--- config.mk ---
export PLATFORM = sky130hd
export DESIGN_NAME = prog_loader
export DESIGN_NICKNAME = d
export VERILOG_FILES = /design/src/rtl/prog_loader.sv
export SDC_FILE = /design/constraint.sdc
export NUM_CORES = 1
export LEC_CHECK = 0
export BUFFER_PORTS_ARGS = -buffer_cell sky130_fd_sc_hd__buf_2
export CORE_ASPECT_RATIO = 0.6
export CORE_MARGIN = 3
export CORE_UTILIZATION = 30
export DETAILED_ROUTE_END_ITERATION = 8
export SYNTH_ARGS = -nofsm -noshare
export SYNTH_HDL_FRONTEND = slang
export SYNTH_SLANG_ARGS = --single-unit
--- constraint.sdc ---
create_clock -name i_clk -period 3.1 [get_ports i_clk]
set_clock_uncertainty 0.1 [all_clocks]
set_input_delay 0.155 -clock i_clk [delete_from_list [all_inputs] [get_ports i_clk]]
set_output_delay 0.155 -clock i_clk [all_outputs]
set_load 0.02 [all_outputs]
--- src/rtl/prog_loader.sv ---
// -----------------------------------------------------------------------------
// prog_loader
//
// Streams a program image from a byte-wide valid/ready source into a word
// memory, holding the CPU in reset until the image is complete.
//
// Stream format: header byte N (word count, 0-255), followed by N words of
// two bytes each, high byte first. Word k is written to (LOAD_BASE + k) with
// 8-bit wrap.
//
// Optional build: define PROG_LOADER_CHECKSUM_EN to XOR every data byte into
// an 8-bit checksum. One trailing byte is then expected after the last word.
// A match releases the CPU. A mismatch parks the loader in ERR with o_err set.
//
// Parameters:
//   BITS       memory word width; must be 16
//   LOAD_BASE  address of the first word written
//
// Ports:
//   i_clk       clock, all state updates on the rising edge
//   i_rst       synchronous active-high reset
//   i_valid     upstream byte valid
//   i_byte      upstream byte
//   o_ready     loader accepts a byte this cycle
//   o_mem_we    memory write strobe, one cycle per word
//   o_mem_addr  memory write address
//   o_mem_data  memory write word
//   o_cpu_rst   holds the CPU in reset while high
//   o_done      image loaded, CPU released
//   o_err       checksum mismatch (always 0 without the checksum build)
// -----------------------------------------------------------------------------
module prog_loader #(
    parameter int         BITS      = 16,
    parameter logic [7:0] LOAD_BASE = 8'h00
) (
    input  logic            i_clk,
    input  logic            i_rst,
    input  logic            i_valid,
    input  logic [7:0]      i_byte,
    output logic            o_ready,
    output logic            o_mem_we,
    output logic [7:0]      o_mem_addr,
    output logic [BITS-1:0] o_mem_data,
    output logic            o_cpu_rst,
    output logic            o_done,
    output logic            o_err
);

    typedef enum logic [2:0] {
        ST_IDLE,
        ST_HI,
        ST_LO,
        ST_WRITE,
`ifdef PROG_LOADER_CHECKSUM_EN
        ST_CHK,
`endif
        ST_DONE,
        ST_ERR
    } state_t;

    // State entered once the last word has been written, or straight from
    // the header when N is 0.
`ifdef PROG_LOADER_CHECKSUM_EN
    localparam state_t ST_AFTER_LOAD = ST_CHK;
`else
    localparam state_t ST_AFTER_LOAD = ST_DONE;
`endif

    state_t          state_q, state_d;
    logic [7:0]      n_q, n_d;
    logic [7:0]      idx_q, idx_d;
    logic [BITS-1:0] data_q, data_d;
`ifdef PROG_LOADER_CHECKSUM_EN
    logic [7:0]      chk_q, chk_d;
    logic            err_q, err_d;
`endif

    // Outputs are registered and computed from the next state. This keeps
    // i_valid off the o_ready path.
    logic            ready_q, ready_d;
    logic            mem_we_q, mem_we_d;
    logic [7:0]      mem_addr_q, mem_addr_d;
    logic [BITS-1:0] mem_data_q, mem_data_d;
    logic            cpu_rst_q, cpu_rst_d;
    logic            done_q, done_d;

    logic            xfer;

    assign xfer = i_valid && ready_q;

    always_comb begin
        // NOTE: every signal assigned here gets a default first. Without
        // that, any path that skips an assignment infers a latch.
        state_d = state_q;
        n_d     = n_q;
        idx_d   = idx_q;
        data_d  = data_q;
`ifdef PROG_LOADER_CHECKSUM_EN
        chk_d   = chk_q;
`endif

        case (state_q)
            ST_IDLE: begin
                if (xfer) begin
                    n_d     = i_byte;
                    idx_d   = 8'h00;
                    state_d = (i_byte == 8'h00) ? ST_AFTER_LOAD : ST_HI;
                end
            end
            ST_HI: begin
                if (xfer) begin
                    data_d[15:8] = i_byte;
`ifdef PROG_LOADER_CHECKSUM_EN
                    chk_d = chk_q ^ i_byte;
`endif
                    state_d = ST_LO;
                end
            end
            ST_LO: begin
                if (xfer) begin
                    data_d[7:0] = i_byte;
`ifdef PROG_LOADER_CHECKSUM_EN
                    chk_d = chk_q ^ i_byte;
`endif
                    state_d = ST_WRITE;
                end
            end
            ST_WRITE: begin
                // The write strobe is high for this single cycle. Advance to
                // the next word index on the way out.
                idx_d   = idx_q + 8'h01;
                state_d = (idx_d == n_q) ? ST_AFTER_LOAD : ST_HI;
            end
`ifdef PROG_LOADER_CHECKSUM_EN
            ST_CHK: begin
                if (xfer) begin
                    state_d = (i_byte == chk_q) ? ST_DONE : ST_ERR;
                end
            end
`endif
            ST_DONE:  state_d = ST_DONE;
            ST_ERR:   state_d = ST_ERR;
            default:  state_d = ST_IDLE;
        endcase

        // Output decode from the next state
        ready_d = (state_d == ST_IDLE) || (state_d == ST_HI) ||
                  (state_d == ST_LO);
`ifdef PROG_LOADER_CHECKSUM_EN
        ready_d = ready_d || (state_d == ST_CHK);
        err_d   = (state_d == ST_ERR);
`endif
        mem_we_d   = (state_d == ST_WRITE);
        mem_addr_d = LOAD_BASE + idx_d;     // 8-bit wrap is intended
        mem_data_d = data_d;
        cpu_rst_d  = (state_d != ST_DONE);
        done_d     = (state_d == ST_DONE);
    end

    always_ff @(posedge i_clk) begin
        // NOTE: sequential state uses non-blocking assignments only. Every
        // flop then samples pre-edge values, whatever the statement order.
        if (i_rst) begin
            state_q    <= ST_IDLE;
            n_q        <= 8'h00;
            idx_q      <= 8'h00;
            data_q     <= '0;
`ifdef PROG_LOADER_CHECKSUM_EN
            chk_q      <= 8'h00;
            err_q      <= 1'b0;
`endif
            ready_q    <= 1'b1;
            mem_we_q   <= 1'b0;
            mem_addr_q <= LOAD_BASE;
            mem_data_q <= '0;
            cpu_rst_q  <= 1'b1;
            done_q     <= 1'b0;
        end else begin
            state_q    <= state_d;
            n_q        <= n_d;
            idx_q      <= idx_d;
            data_q     <= data_d;
`ifdef PROG_LOADER_CHECKSUM_EN
            chk_q      <= chk_d;
            err_q      <= err_d;
`endif
            ready_q    <= ready_d;
            mem_we_q   <= mem_we_d;
            mem_addr_q <= mem_addr_d;
            mem_data_q <= mem_data_d;
            cpu_rst_q  <= cpu_rst_d;
            done_q     <= done_d;
        end
    end

    assign o_ready    = ready_q;
    assign o_mem_we   = mem_we_q;
    assign o_mem_addr = mem_addr_q;
    assign o_mem_data = mem_data_q;
    assign o_cpu_rst  = cpu_rst_q;
    assign o_done     = done_q;
`ifdef PROG_LOADER_CHECKSUM_EN
    assign o_err      = err_q;
`else
    assign o_err      = 1'b0;
`endif

endmodule

Yosys cells after proc, flatten, opt, wreduce, memory -nomap -nowiden
Index checks and enable logic that the tools add are counted.
Storage, ports and cells
  input port bits: 11
  output and inout bits: 29
  word-level logic and storage cells: 41
  bits in registers: 39
Cells by class
  equal/unequal tests: 12
  add/subtract/negate cells: 1
  reduce and logical (&&, ||, !) cells: 11
  muxes and demuxes: 8
Operators with widths (count)
  $pmux 3 s6: 1
  $pmux 8 s2: 1
  $mux 3: 5
  $eq 3x2->1 const B: 4
  $eq 3x3->1 const B: 3
  $add 8x1->8 const B: 1
  $eq 8x8->1: 1
  $logic_not 8->1: 1
  $mux 8: 1
  $reduce_and 2->1: 4
  $eq 3x1->1 const B: 2
  $logic_not 3->1: 2
  $ne 3x3->1 const B: 1
  $logic_or 1x1->1: 2
  $ne 2x2->1 const B: 1
  $reduce_bool 2->1: 1
  $logic_and 1x1->1: 1

Depth between registers and ports, before layout
Gate-level depths: netlist of the first run.
  word-level depth: 7
  gate-level depth with buffers: 6

Worst setup path after synthesis of the first run
Ideal clock, no wire load.
  kind: reg-to-reg
  from: reg, netlist name o_mem_addr[0]
  to: reg state_q[2]
  data required time: 2880 ps
  setup time: 120 ps
  arrival: 1747 ps
  cell stages (with the launch flop): 7
  buffers on the path: 0
  path slack: 1133 ps
  period minus slack after synthesis: 1967 ps
  cell sequence: dfxtp_1 ha_1 and3_4 and3_1 xnor2_1 and4bb_1 or2_1
RTL lines
  end signal: assignment: line 179  | state_q <= state_d;
  end: declaration: line 69  | state_t state_q, state_d;

Worst setup path in the final report of the first run
  from: reg state_q[2]
  to: reg ready_q (netlist: o_ready)
On the way
  word-level cells in the longest chain between the ends: 5
  elaborated cells on any way between the ends: 15
  classes of those cells: 7 x eq/ne; 4 x mux; 4 x reduce/logical
RTL lines
  $eq 3x3->1 (tied with other cells): line 102  | case (state_q)
  $pmux 3 s6 (*): line 102
  $eq 3x1->1 or $logic_not 3->1 (tied branches): line 147  | ready_d = (state_d == ST_IDLE) || (state_d == ST_HI) ||
  $logic_or 1x1->1: line 147
  $logic_or 1x1->1 (*): line 147
  end signal: assignment: line 187  | ready_q <= ready_d;
  end: declaration: line 80  | logic ready_q, ready_d;
Every way passes the cells marked *; elsewhere a longest branch is shown, timed or not.
A chain may end at the register's enable or synchronous reset.

==> results of run 1 <==
## placed cells by master, fill, tap and decap left out, drive strengths merged
cell type	netlist	final
and2	1	1
a41oi	1	1
o21a	1	1
or3	1	1
mux2i	16	16
nor2b	4	4
buf	7	40
dfxtp	39	39
ha	1	1
and4bb	1	1
nor3	4	4
conb	1	1
a211oi	2	2
nand3	9	9
clkbuf	4	7
o21ba	1	1
and3	2	2
a221o	1	1
xor2	5	5
nand4b	1	1
clkinv	0	1
nand3b	4	4
a221oi	1	1
xnor2	8	8
nor4	3	3
o21bai	1	1
a31oi	2	2
or2	2	2
nand4	1	1
o21ai	6	6
or4	1	1
and4	1	1
nor2	31	31
nand2	15	15
a21oi	18	18
## logic make-up (layout without fill, tap and decap cells)
kind of cell	count (synthesis)	count (layout)	share of synthesized area
DFF	39	39	0.450
buffers and inverters	11	48	0.0310
other	1	1	0.00216
xor gates and xnor gates	13	13	0.0656
and+or+nand+nor	81	81	0.233
adders and majority gates	1	1	0.00720
AOI/OAI and AO/OA	34	34	0.120
muxes	16	16	0.0922
## flip-flops by register name, summed over array words and instances, names as in the netlist
| signal | cells |
|---|---|
| o_ready | 1 |
| o_mem_data | 16 |
| o_cpu_rst | 1 |
| o_done | 1 |
| o_mem_we | 1 |
| state_q | 3 |
| o_mem_addr | 8 |
| n_q | 8 |
## final cells by class
type,instances,area [µm²],share of cell area
clock buffer,7,76.3,0.0369
clock inverter,1,5.00,0.00242
multi-input combinational,146,902,0.437
sequential,39,781,0.378
tap,77,96.3,0.0466
timing repair buffer,40,205,0.0993
## routing by layer
layer | up-vias | track usage
li1 | 749 | -
met5 | - | 0
met1 | 682 | 0.185
met3 | 2 | 0.0368
met4 | 0 | 0.0199
met2 | 60 | 0.175
## worst max-delay path, delay by kind of cell (launching register included)
family / cells / cell delay [ns]
AND/OR/NAND/NOR: 5 / 1.47
flip-flops: 1 / 0.35
## through the flow
step           hold WS [ns]  setup WS, ns  area (µm²)  power, mW  utilization
6_report             0.0610          1.05        2070      0.988        0.388
3_5_place_dp          0.348          1.09        1980      0.673        0.372
2_1_floorplan         0.202          1.13        1740      0.636            -
4_1_cts              0.0584          1.07        2070      0.996        0.388
5_1_grt              0.0756         0.908        2070       1.03        0.388
3_3_place_gp          0.350          1.14        1980      0.673        0.372
## report_power, final
| part | internal (mW) | total, mW | switching, mW |
|---|---|---|---|
| Combinational | 0.0522 | 0.129 | 0.0767 |
| Clock | 0.158 | 0.325 | 0.167 |
| Sequential | 0.519 | 0.534 | 0.0149 |
## final timing paths
path,startpoint,to,slack [ns],depth (start not counted)
worst max-delay path,state_q[2],o_ready,1.05,5
worst min-delay path,i_byte[7],o_mem_data[7],0.06,3
worst max register to register,state_q[2],o_ready,1.05,5
worst min register to register,o_mem_data[1],o_mem_data[1],0.35,2
==> out/results.tsv, run 1 <==
metric	value	unit
EDFF count, synth	0	
CTS tree	done	
clock insertion delay at the later pin of the skew report	0.29	ns
Max-slew headroom	0.528	
post-route ant nets	0	
antenna violations before repair	0	
vias in the first global route	1373	
DRT Pass-1 Iters	4	
CP Capture Type	register	
Leak	0.868	nW
via density per instance	4.82	
Cells after Synth	196	
final period utilization	0.661	
Post-CTS Hold Fix Bufs	0	
sequential cell area fraction in the yosys report	0.450	
first-pass GRT wire length	6.78	mm
Core Area	5330	µm²
most frequent CP cell	nor2_1	
DR vias	1493	
Synth Register Bits	39	
DIE HEIGHT	64.9	µm
Avg Cell Area, Syn	8.86	µm²
WL final	4.17	mm
ratio of cells with drive above 1 in the final layout	0.210	
H-tree levels	2	
Met2 Routed Length	1.63	mm
Detail Route met3 WL	253	µm
top-count cell post-synth	dfxtp_1	
dpl cells	302	
Worst Tran Pin Value	0.708	ns
Worst setup SP type	register	
Overflow after GRT	0	
synthesized net count	208	
buffers added on ports	38	
Top Layer Used	met4	
fillers	533	
CTS Root Cell	clkbuf_8	
cells along the critical path	nand3b_1 > nor2_1 > nand2_1 > nor2_1 > nor3_1	
TritonCTS Sinks	39	
WL met1	2.27	mm
main area contributors after synthesis	dfxtp_1, mux2i_1, nor2_1	
HP Class	primary input to register	
worst vdd ir	0.000217	V
Worst-path clk slew	0.07	ns
PostCTS Resize Cnt	0	
Max Clk Rate	488	MHz
Ys Warns	0	
dominant cell type by area after synthesis	dfxtp_1	
Final min period	2.05	ns
Num CTS Buffers	5	
Synth Flop Type	dfxtp_1	
outcome	completed	
Crit Path Max Fanout	11	
CP required	3.16	ns
RePlAce Congestion	0.887	
MaxCap Viol Count	0	
wire per inst	13.4	µm
io pins	40	
pin count of the biggest net entering global routing	38	
Power Density	478	nW/µm²
WP data arrival	2.11	ns
drt drc	0	
pins over their slew limit	0	
Final TNS setup	0	ns
Antenna Diode Count	0	
worst-case clock buffer depth	2	
Die ar.	6770	µm²
Slowest Stage Delay on Critical Path	0.57	ns
Rows	20	
Die X-Extent	104	µm
synthesized cell area	1740	µm²
Post-synth ARST share	0	
synth cell count leaders	dfxtp_1, nor2_1, a21oi_1	
final hold vios	0	
Yosys top cell area share	0.450	
Distinct cells, synth	38	
Net count, final	244	
RSZ-0062 raised after global routing	false	
Area Overhead vs Synth	18.9	%
Starting Density	0.326	
Post-CTS Setup Bufs	0	
First DRT Iteration DRCs	102	
post-DP HPWL	2.97	mm
slowest CP cell	nor2_1	
Tot GR Track Use	0.123	
setup violators final	0	
Post-Layout Cell Count	310	
critical path class	register to register	
Note: power is estimated with default switching activity, not from simulation.
==> run 2: changes to the inputs <==
==> constraint.sdc (replaced) <==
create_clock -name i_clk -period 1.73 [get_ports i_clk]
set_clock_uncertainty 0.1 [all_clocks]
set_input_delay 0.0865 -clock i_clk [delete_from_list [all_inputs] [get_ports i_clk]]
set_output_delay 0.0865 -clock i_clk [all_outputs]
set_load 0.02 [all_outputs]
==> run 2 against run 1 <==
The flow now finishes with violations (negative setup slack). Final cell count up 9.0%. Register-to-register slack worse by 1.1 ns. Setup slack worse by 1.1 ns. Power up 88%. Final area up 16%. Global-route usage up 1.7 points. Via count up 7.4%. Maximum frequency up 16%. Sequential power up 78%. Routed wire length up 10%. Combinational power up 120%. Largest power group unchanged.
==> out/results.tsv, run 2 (synthesis gave the netlist of run 1 again) <==
metric	value	unit
vias in the first global route	1517	
Worst setup SP type	register	
DIE HEIGHT	64.9	µm
buffers added on ports	38	
Max Clk Rate	566	MHz
setup violators final	2	
io pins	40	
Rows	20	
CP required	1.81	ns
Worst Tran Pin Value	0.508	ns
Max-slew headroom	0.660	
DR vias	1603	
Final min period	1.77	ns
MaxCap Viol Count	0	
CP top delay family	simple AND/OR/NAND/NOR gates	
most frequent cells in the layout	buf_2, dfxtp_1, nor2_1, buf_4, a21oi_1	
worst vdd ir	0.000352	V
Tot GR Track Use	0.141	
Area Overhead vs Synth	37.7	%
register share of total power	0.510	
Slowest Stage Delay on Critical Path	0.39	ns
CP Capture Type	register	
Power Density	777	nW/µm²
drt drc	0	
First DRT Iteration DRCs	69	
Num CTS Buffers	5	
most frequent CP cell	and3_4	
WL final	4.59	mm
first-pass GRT wire length	7.62	mm
final period utilization	1.02	
Core Area	5330	µm²
max reg flops	16	
switching share of power	0.281	
Final TNS setup	-0.0402	ns
RePlAce Congestion	0.812	
pin count of the biggest net entering global routing	22	
worst-case clock buffer depth	2	
Pint	1.34	mW
footprint of the multi-input gates	971	µm²
worst setup margin	-0.0366	ns
clock insertion delay at the later pin of the skew report	0.29	ns
via density per instance	4.74	
post-route ant nets	0	
antenna violations before repair	0	
pre-CTS setup slack	-0.0372	ns
post-route cell area	2390	µm²
Antenna Diode Count	0	
H-tree levels	2	
outcome	finished with violations	
final hold vios	0	
wire per inst	13.6	µm
post-DP HPWL	3.31	mm
switching power	0.521	mW
RSZ-0062 raised after global routing	true	
CTS tree	done	
ratio of cells with drive above 1 in the final layout	0.318	
logic gate share of total power	0.155	
Die X-Extent	104	µm
HP Class	primary input to register	
failing checks	negative setup slack	
clock share of power	0.335	
Overflow after GRT	0	
WP buf/inv	0	
Leak	1.01	nW
Starting Density	0.326	
slowest CP cell	dfxtp_4	
CTS Root Cell	clkbuf_8	
Net count, final	272	
pins over their slew limit	0	
Crit Path Max Fanout	5	
critical path class	register to register	
Die ar.	6770	µm²
cells along the critical path	ha_4 > and3_4 > and3_4 > xnor2_2 > and4bb_2 > or2_1	
Worst-path clk slew	0.08	ns
commonest non-fill, non-tap cell in the layout	buf_2	
DRT Pass-1 Iters	4	
fillers	545	
DP Area	2130	µm²
TritonCTS Sinks	39	
WP data arrival	1.85	ns
Reg area	792	µm²
[run 2: final timing paths]
path                               startpoint             to  slack, ns  depth (start not counted)
worst max-delay path            o_mem_addr[0]     state_q[2]      -0.04                          6
worst min-delay path                i_byte[1]         n_q[1]       0.02                          3
worst max register to register  o_mem_addr[0]     state_q[2]      -0.04                          6
worst min register to register  o_mem_data[1]  o_mem_data[1]       0.36                          2
[run 2: timing repair]
| action | in CTS | in global routing |
|---|---|---|
| buffers inserted | 1 | 1 |
| endpoints found under the hold margin | 13 | 0 |
| setup endpoints to repair | 4 | 6 |
| hold buffers | 11 | 0 |
| pin swaps | 2 | 3 |
| resized for setup | 2 | 6 |
[run 2: layout make-up]
class	count	area share
clock buffers	5	0.0288
clock inverters	3	0.00837
flip-flops and latches	39	0.331
multi-input cells	146	0.406
well taps	77	0.0403
repair buffers	68	0.185
[run 2: tightest hold or removal path, cell delays in order]
cell and delay (ns):
buf_2 0.13, mux2i_1 0.08, nor2_1 0.08
[run 2: per-layer routing]
layer,global-route usage,up-vias,share of wire
met5,0,-,0
li1,-,807,-
met1,0.210,749,0.52
met4,0.0348,0,0.0074
met2,0.191,42,0.41
met3,0.0468,5,0.064
[run 2: metrics by stage]
step,std cells,power (mW),util,hold WS (ns)
floorplan,196,1.14,-,0.134
global placement,317,1.22,0.400,0.294
detailed placement,317,1.22,0.400,0.293
CTS,337,1.87,0.440,0.000336
global route,338,1.96,0.449,0.0458
finish,338,1.86,0.449,0.0180
[run 2: power by group through the flow]
| stage | sequential [mW] | combinational, mW | clock (mW) |
|---|---|---|---|
| floorplan | 0.983 | 0.155 | 0 |
| global placement | 0.967 | 0.256 | 0 |
| detailed placement | 0.968 | 0.257 | 0 |
| CTS | 0.947 | 0.280 | 0.639 |
| global route | 0.952 | 0.318 | 0.686 |
| finish | 0.948 | 0.288 | 0.622 |
